==> src/rtl/ysyx_24090003_wb_arbiter_pkg.sv <==
// Shared definitions for the GPR writeback arbiter.
//   wb_src_e      : 2-bit writeback source encoding, also used as the bit
//                   index of each requester in request/grant vectors.
//   WB_SRC_N      : number of writeback requesters.
//   STARVE_MAX_DEF: default number of lost cycles before EXU is promoted.
//   STARVE_W      : width of the starvation counter (covers 1..15).
package ysyx_24090003_wb_arbiter_pkg;

    typedef enum logic [1:0] {
        WB_SRC_EXU = 2'd0,
        WB_SRC_LSU = 2'd1,
        WB_SRC_CSR = 2'd2
    } wb_src_e;

    localparam int WB_SRC_N       = 3;
    localparam int STARVE_MAX_DEF = 3;
    localparam int STARVE_W       = 4;

endpackage

==> src/rtl/ysyx_24090003_wb_arbiter_if.sv <==
// Writeback bus bundle between the EXU/LSU/CSR requesters, the IDU issue
// path and the register-file write port.
//   slave  : arbiter side (takes requests and issue, drives readies,
//            pending bitmap and the register-file write port).
//   master : requester / environment side.
interface ysyx_24090003_wb_arbiter_if #(
    parameter int XLEN = 32
);
    logic            i_exu_valid;
    logic            o_exu_ready;
    logic [4:0]      i_exu_rd;
    logic [XLEN-1:0] i_exu_data;
    logic            i_lsu_valid;
    logic            o_lsu_ready;
    logic [4:0]      i_lsu_rd;
    logic [XLEN-1:0] i_lsu_data;
    logic            i_csr_valid;
    logic            o_csr_ready;
    logic [4:0]      i_csr_rd;
    logic [XLEN-1:0] i_csr_data;
    logic            i_issue_valid;
    logic [4:0]      i_issue_rd;
    logic [31:0]     o_pending;
    logic            o_reg_wen;
    logic [4:0]      o_rd_addr;
    logic [XLEN-1:0] o_rd_wdata;

    modport slave (
        input  i_exu_valid, i_exu_rd, i_exu_data,
        input  i_lsu_valid, i_lsu_rd, i_lsu_data,
        input  i_csr_valid, i_csr_rd, i_csr_data,
        input  i_issue_valid, i_issue_rd,
        output o_exu_ready, o_lsu_ready, o_csr_ready,
        output o_pending, o_reg_wen, o_rd_addr, o_rd_wdata
    );

    modport master (
        output i_exu_valid, i_exu_rd, i_exu_data,
        output i_lsu_valid, i_lsu_rd, i_lsu_data,
        output i_csr_valid, i_csr_rd, i_csr_data,
        output i_issue_valid, i_issue_rd,
        input  o_exu_ready, o_lsu_ready, o_csr_ready,
        input  o_pending, o_reg_wen, o_rd_addr, o_rd_wdata
    );
endinterface

==> src/rtl/ysyx_24090003_wb_prio_sel.sv <==
// Combinational 3-way fixed-priority select.
//   i_req     : request vector indexed by wb_src_e.
//   i_promote : when set, EXU is moved to the top (EXU > LSU > CSR);
//               otherwise LSU > CSR > EXU.
//   o_gnt     : one-hot (or zero) grant vector indexed by wb_src_e.
module ysyx_24090003_wb_prio_sel
    import ysyx_24090003_wb_arbiter_pkg::*;
(
    input  logic [WB_SRC_N-1:0] i_req,
    input  logic                i_promote,
    output logic [WB_SRC_N-1:0] o_gnt
);

    always_comb begin
        o_gnt = '0;
        if (i_promote && i_req[WB_SRC_EXU]) begin
            o_gnt[WB_SRC_EXU] = 1'b1;
        end else if (i_req[WB_SRC_LSU]) begin
            o_gnt[WB_SRC_LSU] = 1'b1;
        end else if (i_req[WB_SRC_CSR]) begin
            o_gnt[WB_SRC_CSR] = 1'b1;
        end else if (i_req[WB_SRC_EXU]) begin
            o_gnt[WB_SRC_EXU] = 1'b1;
        end
    end

endmodule

==> src/rtl/ysyx_24090003_wb_arbiter.sv <==
// GPR writeback arbiter: shares the single register-file write port
// between EXU, LSU and CSR, registers the winning write (1-cycle latency)
// and keeps a per-GPR pending-write bitmap for IDU RAW stalls.
//   i_clk, i_rst : clock, synchronous active-high reset.
//   wb (slave)   : requester handshakes, IDU issue, pending bitmap and
//                  register-file write port.
module ysyx_24090003_wb_arbiter
    import ysyx_24090003_wb_arbiter_pkg::*;
#(
    parameter int XLEN       = 32,
    parameter int STARVE_MAX = STARVE_MAX_DEF
) (
    input  logic                           i_clk,
    input  logic                           i_rst,
    ysyx_24090003_wb_arbiter_if.slave      wb
);

    logic [WB_SRC_N-1:0] req;
    logic [WB_SRC_N-1:0] gnt;
    logic                promote;
    logic                any_gnt;
    logic [4:0]          sel_rd;
    logic [XLEN-1:0]     sel_data;

    logic [STARVE_W-1:0] starve_q, starve_d;
    logic                wen_q, wen_d;
    logic [4:0]          addr_q, addr_d;
    logic [XLEN-1:0]     data_q, data_d;
    logic [31:0]         pend_q, pend_d;

    // Requests are masked during reset so no ready can be raised.
    always_comb begin
        req             = '0;
        req[WB_SRC_EXU] = wb.i_exu_valid & ~i_rst;
        req[WB_SRC_LSU] = wb.i_lsu_valid & ~i_rst;
        req[WB_SRC_CSR] = wb.i_csr_valid & ~i_rst;
    end

    assign promote = (starve_q == STARVE_W'(STARVE_MAX));

    ysyx_24090003_wb_prio_sel u_prio_sel (
        .i_req     (req),
        .i_promote (promote),
        .o_gnt     (gnt)
    );

    assign wb.o_exu_ready = gnt[WB_SRC_EXU];
    assign wb.o_lsu_ready = gnt[WB_SRC_LSU];
    assign wb.o_csr_ready = gnt[WB_SRC_CSR];
    assign any_gnt        = |gnt;

    always_comb begin
        sel_rd   = '0;
        sel_data = '0;
        if (gnt[WB_SRC_LSU]) begin
            sel_rd   = wb.i_lsu_rd;
            sel_data = wb.i_lsu_data;
        end else if (gnt[WB_SRC_CSR]) begin
            sel_rd   = wb.i_csr_rd;
            sel_data = wb.i_csr_data;
        end else if (gnt[WB_SRC_EXU]) begin
            sel_rd   = wb.i_exu_rd;
            sel_data = wb.i_exu_data;
        end
    end

    always_comb begin
        starve_d = starve_q;
        if (!wb.i_exu_valid || gnt[WB_SRC_EXU]) begin
            starve_d = '0;
        end else if (starve_q < STARVE_W'(STARVE_MAX)) begin
            starve_d = starve_q + 1'b1;
        end
    end

    // Address/data only move on a grant so the port holds its last write.
    always_comb begin
        wen_d  = any_gnt && (sel_rd != 5'd0);
        addr_d = any_gnt ? sel_rd   : addr_q;
        data_d = any_gnt ? sel_data : data_q;
    end

    // Set is applied after clear so a newer issue to the same rd wins.
    always_comb begin
        pend_d = pend_q;
        if (any_gnt) begin
            pend_d[sel_rd] = 1'b0;
        end
        if (wb.i_issue_valid) begin
            pend_d[wb.i_issue_rd] = 1'b1;
        end
        pend_d[0] = 1'b0;
    end

    always_ff @(posedge i_clk) begin
        if (i_rst) begin
            starve_q <= '0;
            wen_q    <= 1'b0;
            addr_q   <= '0;
            data_q   <= '0;
            pend_q   <= '0;
        end else begin
            starve_q <= starve_d;
            wen_q    <= wen_d;
            addr_q   <= addr_d;
            data_q   <= data_d;
            pend_q   <= pend_d;
        end
    end

    assign wb.o_reg_wen  = wen_q;
    assign wb.o_rd_addr  = addr_q;
    assign wb.o_rd_wdata = data_q;
    assign wb.o_pending  = pend_q;

endmodule

==> src/flat_wrapper.sv <==
// flat-port wrapper written by rule: the top's interface ports become plain ports
module ysyx_24090003_wb_arbiter_flat import ysyx_24090003_wb_arbiter_pkg::*;
#(
    parameter int XLEN       = 32,
    parameter int STARVE_MAX = STARVE_MAX_DEF
)
  (i_clk, i_rst, wb_i_exu_valid, wb_i_exu_rd, wb_i_exu_data, wb_i_lsu_valid, wb_i_lsu_rd, wb_i_lsu_data, wb_i_csr_valid, wb_i_csr_rd, wb_i_csr_data, wb_i_issue_valid, wb_i_issue_rd, wb_o_exu_ready, wb_o_lsu_ready, wb_o_csr_ready, wb_o_pending, wb_o_reg_wen, wb_o_rd_addr, wb_o_rd_wdata);
  ysyx_24090003_wb_arbiter_if #(.XLEN(XLEN)) wb_i ();
  input  logic i_clk;
  input  logic i_rst;
  input wire logic [$bits(wb_i.i_exu_valid)-1:0] wb_i_exu_valid;
  input wire logic [$bits(wb_i.i_exu_rd)-1:0] wb_i_exu_rd;
  input wire logic [$bits(wb_i.i_exu_data)-1:0] wb_i_exu_data;
  input wire logic [$bits(wb_i.i_lsu_valid)-1:0] wb_i_lsu_valid;
  input wire logic [$bits(wb_i.i_lsu_rd)-1:0] wb_i_lsu_rd;
  input wire logic [$bits(wb_i.i_lsu_data)-1:0] wb_i_lsu_data;
  input wire logic [$bits(wb_i.i_csr_valid)-1:0] wb_i_csr_valid;
  input wire logic [$bits(wb_i.i_csr_rd)-1:0] wb_i_csr_rd;
  input wire logic [$bits(wb_i.i_csr_data)-1:0] wb_i_csr_data;
  input wire logic [$bits(wb_i.i_issue_valid)-1:0] wb_i_issue_valid;
  input wire logic [$bits(wb_i.i_issue_rd)-1:0] wb_i_issue_rd;
  output wire logic [$bits(wb_i.o_exu_ready)-1:0] wb_o_exu_ready;
  output wire logic [$bits(wb_i.o_lsu_ready)-1:0] wb_o_lsu_ready;
  output wire logic [$bits(wb_i.o_csr_ready)-1:0] wb_o_csr_ready;
  output wire logic [$bits(wb_i.o_pending)-1:0] wb_o_pending;
  output wire logic [$bits(wb_i.o_reg_wen)-1:0] wb_o_reg_wen;
  output wire logic [$bits(wb_i.o_rd_addr)-1:0] wb_o_rd_addr;
  output wire logic [$bits(wb_i.o_rd_wdata)-1:0] wb_o_rd_wdata;
  assign wb_i.i_exu_valid = wb_i_exu_valid;
  assign wb_i.i_exu_rd = wb_i_exu_rd;
  assign wb_i.i_exu_data = wb_i_exu_data;
  assign wb_i.i_lsu_valid = wb_i_lsu_valid;
  assign wb_i.i_lsu_rd = wb_i_lsu_rd;
  assign wb_i.i_lsu_data = wb_i_lsu_data;
  assign wb_i.i_csr_valid = wb_i_csr_valid;
  assign wb_i.i_csr_rd = wb_i_csr_rd;
  assign wb_i.i_csr_data = wb_i_csr_data;
  assign wb_i.i_issue_valid = wb_i_issue_valid;
  assign wb_i.i_issue_rd = wb_i_issue_rd;
  assign wb_o_exu_ready = wb_i.o_exu_ready;
  assign wb_o_lsu_ready = wb_i.o_lsu_ready;
  assign wb_o_csr_ready = wb_i.o_csr_ready;
  assign wb_o_pending = wb_i.o_pending;
  assign wb_o_reg_wen = wb_i.o_reg_wen;
  assign wb_o_rd_addr = wb_i.o_rd_addr;
  assign wb_o_rd_wdata = wb_i.o_rd_wdata;
  ysyx_24090003_wb_arbiter #(.XLEN(XLEN), .STARVE_MAX(STARVE_MAX)) u_core (.i_clk(i_clk), .i_rst(i_rst), .wb(wb_i));
endmodule
==> config.mk <==
export PLATFORM = sky130hd
export DESIGN_NAME = ysyx_24090003_wb_arbiter_flat
export DESIGN_NICKNAME = d
export VERILOG_FILES = /design/src/rtl/ysyx_24090003_wb_arbiter_pkg.sv /design/src/rtl/ysyx_24090003_wb_arbiter_if.sv /design/src/rtl/ysyx_24090003_wb_prio_sel.sv /design/src/rtl/ysyx_24090003_wb_arbiter.sv /design/src/flat_wrapper.sv
export SDC_FILE = /design/constraint.sdc
export NUM_CORES = 1
export LEC_CHECK = 0
export CAP_MARGIN = 10
export CORE_MARGIN = 2
export CORE_UTILIZATION = 40
export CTS_CLUSTER_DIAMETER = 100
export DETAILED_ROUTE_END_ITERATION = 7
export GPL_TIMING_DRIVEN = 0
export PLACE_DENSITY = 0.82
export SLEW_MARGIN = 20
export SYNTH_ARGS = -nofsm -noshare
export SYNTH_HDL_FRONTEND = slang
export SYNTH_SLANG_ARGS = --single-unit
==> constraint.sdc <==
create_clock -name i_clk -period 2.65 [get_ports i_clk]
set_input_delay 0.53 -clock i_clk [delete_from_list [all_inputs] [get_ports i_clk]]
set_output_delay 0.53 -clock i_clk [all_outputs]
set_load 0.005 [all_outputs]
==> metrics.csv, run 1 <==
stage,metric,value,unit
finish,fraction of layout cells with a size suffix above 1,13.03,%
placement,DP HPWL,10900,um
timing,Layout Skew,6.999,ps
critical_path,slowest CP cell,clkdlybuf4s50_1,
finish,post-route cell area,5991,um2
synth,"FF+latch count, synth",73,
power,Worst VDD drop,0.2762,mV
timing,worst hold slack,457.5,ps
timing,Worst Tran Pin Value,867.3,ps
grt,initial antenna violation count,0,
critical_path,CP top delay family,buffers and inverters,
placement,dpl cell area,5704,um2
die,core area,8763,um2
detailed_routing,Avg Vias per Cell,5.785,
die,die height,99.49,um
critical_path,crit path kind,reg2out,
synth,number of enable flip-flop cells after synthesis,0,
clock_tree,CTS Hold Buffers Added,0,
timing,fin. max-slew vios,0,
detailed_routing,post-detailed-route count of antenna-violating nets,0,
critical_path,worst-path fanout max,10,
power,Power per Cell Area,461.3,nW/um2
finish,"commonest non-fill, non-tap cells in the layout","clkdlybuf4s50_1 (188), dfxtp_1 (72), nor2_1 (70)",
grt,vias in the first global route,4358,
die,Die W,99.49,um
grt,first-pass GRT wire length,22470,um
die,Die Footprint,9898,um2
die,initial core utilization,41.62,%
grt,GRT Overall Usage,28.66,%
power,Leak Pwr,0.002077,uW
critical_path,type of element launching the critical path,flop,
finish,fill count,723,
min_path,HP Class,reg2reg,
finish,"most common cell after layout, fill and taps aside",clkdlybuf4s50_1,
timing,Fin. Hold Viols,0,
clock_tree,Clock transition at path regs,80,ps
finish,synth-to-layout area growth,64.25,%
synth,Mapped Nets,548,
clock_tree,CTS tree,done,
synth,Syn Inst Count,425,
timing,unrepaired setup endpoints after global routing,no,
grt,grt ovf,0,
detailed_routing,DRT Pass-1 Iters,5,
run,count of max-cap constraint violations,0,
timing,final setup fails,0,
critical_path,crit path DAT,2020,ps
critical_path,worst path cell trace,ha_2 > and4bb_1 > buf_2 > nor2_4 > buf_6 > clkdlybuf4s50_1,
critical_path,max incr delay on CP,510,ps
critical_path,Worst Path Required,2120,ps
timing,max_slew headroom,42.07,%
detailed_routing,DR WL/cell,19.24,um
critical_path,FF-to-FF setup slack,190,ps
critical_path,"Buf+Inv Stages, Crit Path",3,
die,# IOs,195,
critical_path,Critical Path End Type,output pin,
clock_tree,CTS max path bufs,2,
synth,Post-Syn Area,3647,um2
synth,syn avg cell area,8.582,um2
timing,Fmax,0.3921,GHz
detailed_routing,Iter 0 DRT Violations,267,
clock_tree,H-tree depth,3,
placement,Placer Congestion,0.9263,
synth,post-synthesis cell type count,47,
detailed_routing,Detailed Route WL,14330,um
clock_tree,clock sinks,73,
synth,Main synth FF type,dfxtp_1,
synth,post-synthesis sequential area ratio,40.07,%
clock_tree,Num CTS Buffers,9,
finish,ant diodes,0,
synth,"Async S/R FF share, synth",0,%
timing,"Min Clock Period, post-route",2551,ps
grt,largest net degree at the start of global routing,14,
die,Rows,34,
clock_tree,clock tree root driver cell,clkbuf_8,
detailed_routing,Residual DRC,0,
power,Total Power,2764,uW
finish,# nets final,755,
timing,final worst-path cycle share,96.25,%
clock_tree,worst skew pair latency,340,ps
synth,Ys Warns,0,
status,outcome,finished clean,
detailed_routing,Vias,4310,
placement,IO Port Bufs,192,
[worst paths after layout]
kind / start / cells past startpoint / to
worst max register to register: u_core.starve_q[0] / 8 / u_core.wb.o_pending[18]
worst max-delay path: u_core.starve_q[0] / 6 / wb_o_csr_ready
worst min-delay path: u_core.wb.o_rd_addr[4] / 2 / u_core.wb.o_rd_addr[4]
worst min register to register: u_core.wb.o_rd_addr[4] / 2 / u_core.wb.o_rd_addr[4]
[state kept, by name, indices dropped and copies added, names as in the netlist]
| signal | count |
|---|---|
| u_core.starve_q | 4 |
| u_core.wb.o_pending | 31 |
| u_core.wb.o_rd_addr | 5 |
| u_core.wb.o_rd_wdata | 32 |
| u_core.wb.o_reg_wen | 1 |
[power breakdown]
group / switching [uW] / internal, uW
clock: 430 / 530
sequential: 28.4 / 1150
combinational: 276 / 350
[logic make-up after synthesis]
kind of cell | count (synthesis) | synth area share (%)
buffers and inverters | 40 | 4.940
other | 1 | 0.1028
adders and majority gates | 1 | 0.3430
AOI/OAI and AO/OA | 133 | 29.09
xor gates and xnor gates | 1 | 0.2402
muxes | 1 | 0.2745
and+or+nand+nor | 175 | 24.94
DFF | 73 | 40.07
[synth_stat cells (2+ instances only)]
library cell | n | area share (%)
o22ai_1 | 12 | 2.1
o221ai_1 | 2 | 0.48
nand3_1 | 3 | 0.41
inv_2 | 2 | 0.21
nand2_1 | 20 | 2.1
a222oi_1 | 13 | 3.6
a211oi_1 | 25 | 5.1
buf_4 | 5 | 1.0
a211o_2 | 2 | 0.55
dfxtp_1 | 73 | 40
a22oi_1 | 12 | 2.5
and3_1 | 3 | 0.51
nor3_1 | 39 | 5.4
buf_2 | 9 | 1.2
o21ai_1 | 7 | 0.96
a211oi_4 | 2 | 1.1
a221oi_1 | 10 | 2.4
o32ai_2 | 2 | 0.89
o21ai_0 | 2 | 0.27
a21oi_1 | 26 | 3.6
or3b_2 | 5 | 1.2
nand3b_1 | 7 | 1.4
clkbuf_1 | 14 | 1.4
o22a_1 | 3 | 0.72
nor2_1 | 71 | 7.3
nand2b_1 | 3 | 0.51
nor3_2 | 14 | 3.8
inv_1 | 10 | 1.0
a211oi_2 | 11 | 3.8
[per-stage QoR]
step	TNS [ps]	worst slack [ps]	util, %	cells
after floorplan	0	538.7	-	425
after global placement	-11260	-691.4	65.09	725
after detailed placement	-10490	-714.0	65.09	725
after CTS	0	2.784	68.43	745
after global routing	0	11.03	68.36	745
final	0	99.38	68.36	745
[tightest hold or removal path: cells and delay by family (launching register included)]
family / cells / cell delay [ps]
compound gates: 1 / 50
flops: 1 / 310
simple gates: 1 / 50
[layer usage]
metal  GRT usage (%)  routed length, um  up-vias
li1                -                  -     2027
met1           35.56               5879     2021
met2           49.12               6935      235
met3           7.449               1211       27
met4           8.219                307        0
met5               0                  0        -
[final cells by class]
type / instances / area, um2 / share of cell area (%)
multi-input cells: 312 / 2021 / 33.73
repair buffers: 197 / 1947 / 32.50
flip-flops and latches: 73 / 1463 / 24.42
plain buffers: 27 / 153.9 / 2.569
well taps: 108 / 135.1 / 2.256
clock buffers: 9 / 123.9 / 2.068
clock inverters: 7 / 95.09 / 1.587
inverters: 12 / 52.55 / 0.8772
[timing repair]
item,in CTS,in global routing
buffers inserted,5,0
setup endpoints to repair,3,2
pin swaps,2,0
gates resized for setup,21,3
No activity file was read; power rests on OpenSTA's default activity.
==> run 2, diff against run 1 <==
- CORE_UTILIZATION: 40 -> 41
- PLACE_DENSITY: 0.82 -> 0.81
- SYNTH_HIERARCHICAL: default -> 1
==> run 2 against run 1 <==
Against the previous run: clock-buffer cell count grew 1; worst setup slack gained 27 ps; via count shrank 0.60%; register-to-register slack gained 60 ps.
==> metrics.csv, run 2 <==
stage,metric,value,unit,change
status,outcome,finished clean,,
die,# IOs,195,,unchanged
placement,IO Port Bufs,192,,unchanged
critical_path,CP top delay family,buffers and inverters,,
finish,ant diodes,0,,unchanged
timing,unrepaired setup endpoints after global routing,no,,
finish,synth-to-layout area growth,59.45,%,
synth,"Async S/R FF share, synth",0,%,unchanged
synth,Mapped Nets,602,,+9.9%
synth,"top cells by count, synth","nor2_1 (101), dfxtp_1 (73), nor3_1 (52)",,
finish,fraction of layout cells with a size suffix above 1,12.21,%,-0.82 points
min_path,HP Class,reg2reg,,
timing,Layout Skew,7.693,ps,+0.6940 ps
timing,max_slew headroom,54.35,%,+12 points
die,initial core utilization,42.48,%,+0.86 points
clock_tree,H-tree depth,3,,unchanged
critical_path,"Buf+Inv Stages, Crit Path",5,,+2
clock_tree,Clock transition at path regs,80,ps,about the same
die,Die W,102.1,um,+2.6%
critical_path,Critical Path End Type,flop,,
timing,Fin. Hold Viols,0,,unchanged
critical_path,most frequent CP cell,buf_6,,
placement,dpl cell area,6028,um2,+5.7%
finish,"commonest non-fill, non-tap cells in the layout","clkdlybuf4s50_1 (191), nor2_1 (101), dfxtp_1 (73)",,
synth,"top cells by area, synth","dfxtp_1 (37%), nor2_1 (9.6%), nor3_1 (6.6%), a211oi_2 (6.3%), o21a_1 (4.8%)",,
grt,initial antenna violation count,0,,unchanged
clock_tree,clock sinks,73,,unchanged
run,count of max-cap constraint violations,0,,unchanged
die,Die Footprint,10420,um2,+5.3%
synth,syn avg cell area,8.233,um2,-4.1%
clock_tree,Num CTS Buffers,9,,unchanged
placement,Placer Congestion,0.8415,,-9.2%
finish,post-route cell area,6289,um2,+5.0%
finish,# nets final,806,,+6.8%
grt,grt ovf,0,,unchanged
power,Worst VDD drop,0.3112,mV,+13%
critical_path,worst-path fanout max,10,,unchanged
detailed_routing,Avg Vias per Cell,5.244,,-9.4%
timing,fin. max-slew vios,0,,unchanged
grt,first-pass GRT wire length,20270,um,-9.8%
clock_tree,clock tree root driver cell,clkbuf_8,,
detailed_routing,Vias,4284,,-0.60%
synth,Ys Warns,6,,+6
detailed_routing,Detailed Route WL,13060,um,-8.9%
critical_path,FF-to-FF setup slack,250,ps,+60 ps
die,core area,9284,um2,+5.9%
detailed_routing,DR WL/cell,15.98,um,-17%
timing,"Min Clock Period, post-route",2523,ps,-27.43 ps
grt,GRT Overall Usage,24.64,%,-4.0 points
die,die height,102.1,um,+2.6%
grt,vias in the first global route,4234,,-2.8%
synth,post-synthesis cell type count,44,,-6.4%
grt,largest net degree at the start of global routing,14,,unchanged
critical_path,Critical path origin,wb_i_csr_valid,,
synth,cell accounting for the most synthesized area,dfxtp_1,,
timing,final worst-path cycle share,95.21,%,-1.0 points
detailed_routing,DRT Pass-1 Iters,5,,unchanged
placement,placed insts,800,,+10%
critical_path,worst path cell trace,clkdlybuf4s50_1 > nor2b_1 > inv_1 > a211oi_4 > buf_6 > a21oi_2 > a21o_1 > buf_4 > buf_6 > nor3_1 > a211oi_2,,
power,Power per Cell Area,449.8,nW/um2,-2.5%
synth,number of enable flip-flop cells after synthesis,0,,unchanged
synth,Post-Syn Area,3944,um2,+8.1%
finish,max reg flops,32,,unchanged
synth,most common cell in the netlist,nor2_1,,
critical_path,RR Startpoint,u_core/starve_q[0],,
timing,Fmax,0.3963,GHz,+1.1%
finish,"most common cell after layout, fill and taps aside",clkdlybuf4s50_1,,
critical_path,crit path kind,in2reg,,
power,Leak Pwr,0.002226,uW,+7.1%
timing,post-route setup TNS,0,ps,unchanged
placement,DP HPWL,10350,um,-5.0%
synth,post-synthesis sequential area ratio,37.06,%,-3.0 points
synth,post-synth top area share,37.06,%,-3.0 points
synth,Syn Inst Count,479,,+13%
timing,final setup fails,0,,unchanged
clock_tree,CTS tree,done,,
critical_path,Worst Path Required,2850,ps,+730 ps
finish,post-route insts no fill,817,,+9.7%
synth,Main synth FF type,dfxtp_1,,
detailed_routing,post-detailed-route count of antenna-violating nets,0,,unchanged
detailed_routing,Residual DRC,0,,unchanged
detailed_routing,Iter 0 DRT Violations,179,,-33%
min_path,hold path start,u_core/wb.o_rd_addr[1],,
clock_tree,worst skew pair latency,330,ps,about the same
critical_path,max incr delay on CP,450,ps,-60 ps
power,Total Power,2828,uW,+2.3%
clock_tree,CTS max path bufs,2,,unchanged
die,Rows,35,,+2.9%
clock_tree,CTS Hold Buffers Added,0,,unchanged
critical_path,slowest CP cell,clkdlybuf4s50_1,,
synth,"FF+latch count, synth",73,,unchanged
timing,Worst Tran Pin Value,684.7,ps,-182.6 ps
critical_path,crit path DAT,2720,ps,+700 ps
critical_path,type of element launching the critical path,input pin,,
-- run 2: cell count changes in the layout (fill, tap and decap cells not counted), moves of 16 or more --
| cell | change |
|---|---|
| o21a_1 | +25 |
| a21oi_1 | -17 |
| nand2_1 | +19 |
| nor2_1 | +31 |
| mux2i_1 | +16 |
-- run 2: logic make-up (layout without fill, tap and decap cells) --
kind of cell	count (synthesis)	after routing	synth area share, %
and+or+nand+nor	233	233	29.19
AOI/OAI and AO/OA	108	108	22.34
DFF	73	73	37.06
buffers and inverters	45	254	6.472
muxes	17	17	4.315
adders and majority gates	1	1	0.3172
other	1	1	0.09509
xor gates and xnor gates	1	1	0.2221
-- run 2: final cells by class --
type / count / area, um2
plain buffers: 39 / 246.5
clock buffers: 10 / 137.6
clock inverters: 6 / 67.56
fillers: 762 / 2995
inverters: 6 / 22.52
multi-input cells: 361 / 2263
flip-flops and latches: 73 / 1461
well taps: 129 / 161.4
repair buffers: 193 / 1928
-- run 2: layer usage --
layer  wire [um]  vias up  part of all wire, %  global-route usage (%)
met2        6520      210                   50                   43.17
met5           0        -                    0                       0
met1        5118     1949                   39                   29.58
li1            -     2103                    -                       -
met4         244        0                  1.9                   7.897
met3        1176       22                  9.0                   6.224
-- run 2: worst paths after layout --
check / end / depth (start not counted)
min: u_core/wb.o_rd_addr[1] / 2
max: u_core/wb.o_pending[22] / 11
min reg2reg: u_core/wb.o_rd_addr[1] / 2
max reg2reg: u_core/wb.o_pending[22] / 10
-- run 2: where the power goes --
group	internal (uW)	total [uW]	leakage (uW)	switching (uW)
clock network	462	873	0.0000985	411
registers	1160	1190	0.000597	35.2
logic	433	764	0.00153	331
-- run 2: worst register-to-register path, delay by kind of cell, from the launching register on --
family | cells | cell delay, ps
flops | 1 | 350
buf+inv | 3 | 550
fa+ha+maj | 1 | 180
simple gates | 3 | 720
compound gates | 3 | 470
-- run 2: stage by stage --
step	util, %	hold slack [ps]	worst slack [ps]
2_1_floorplan	-	452.7	92.57
3_3_place_gp	64.93	449.7	-521.1
3_5_place_dp	64.93	469.2	-602.9
4_1_cts	67.59	481.1	104.0
5_1_grt	67.74	510.0	4.151
6_report	67.74	477.6	126.8
-- run 2: timing repair --
action	4_1_cts	5_1_grt
pin swaps	1	0
endpoints found under the setup margin	65	11
setup buffers	1	0
resized for setup	9	3
==> run 3, diff against run 2 <==
- GPL_ROUTABILITY_DRIVEN: default -> 0
==> results of run 3 <==
The final DEF is identical to that of run 2; final timing and power are the same.
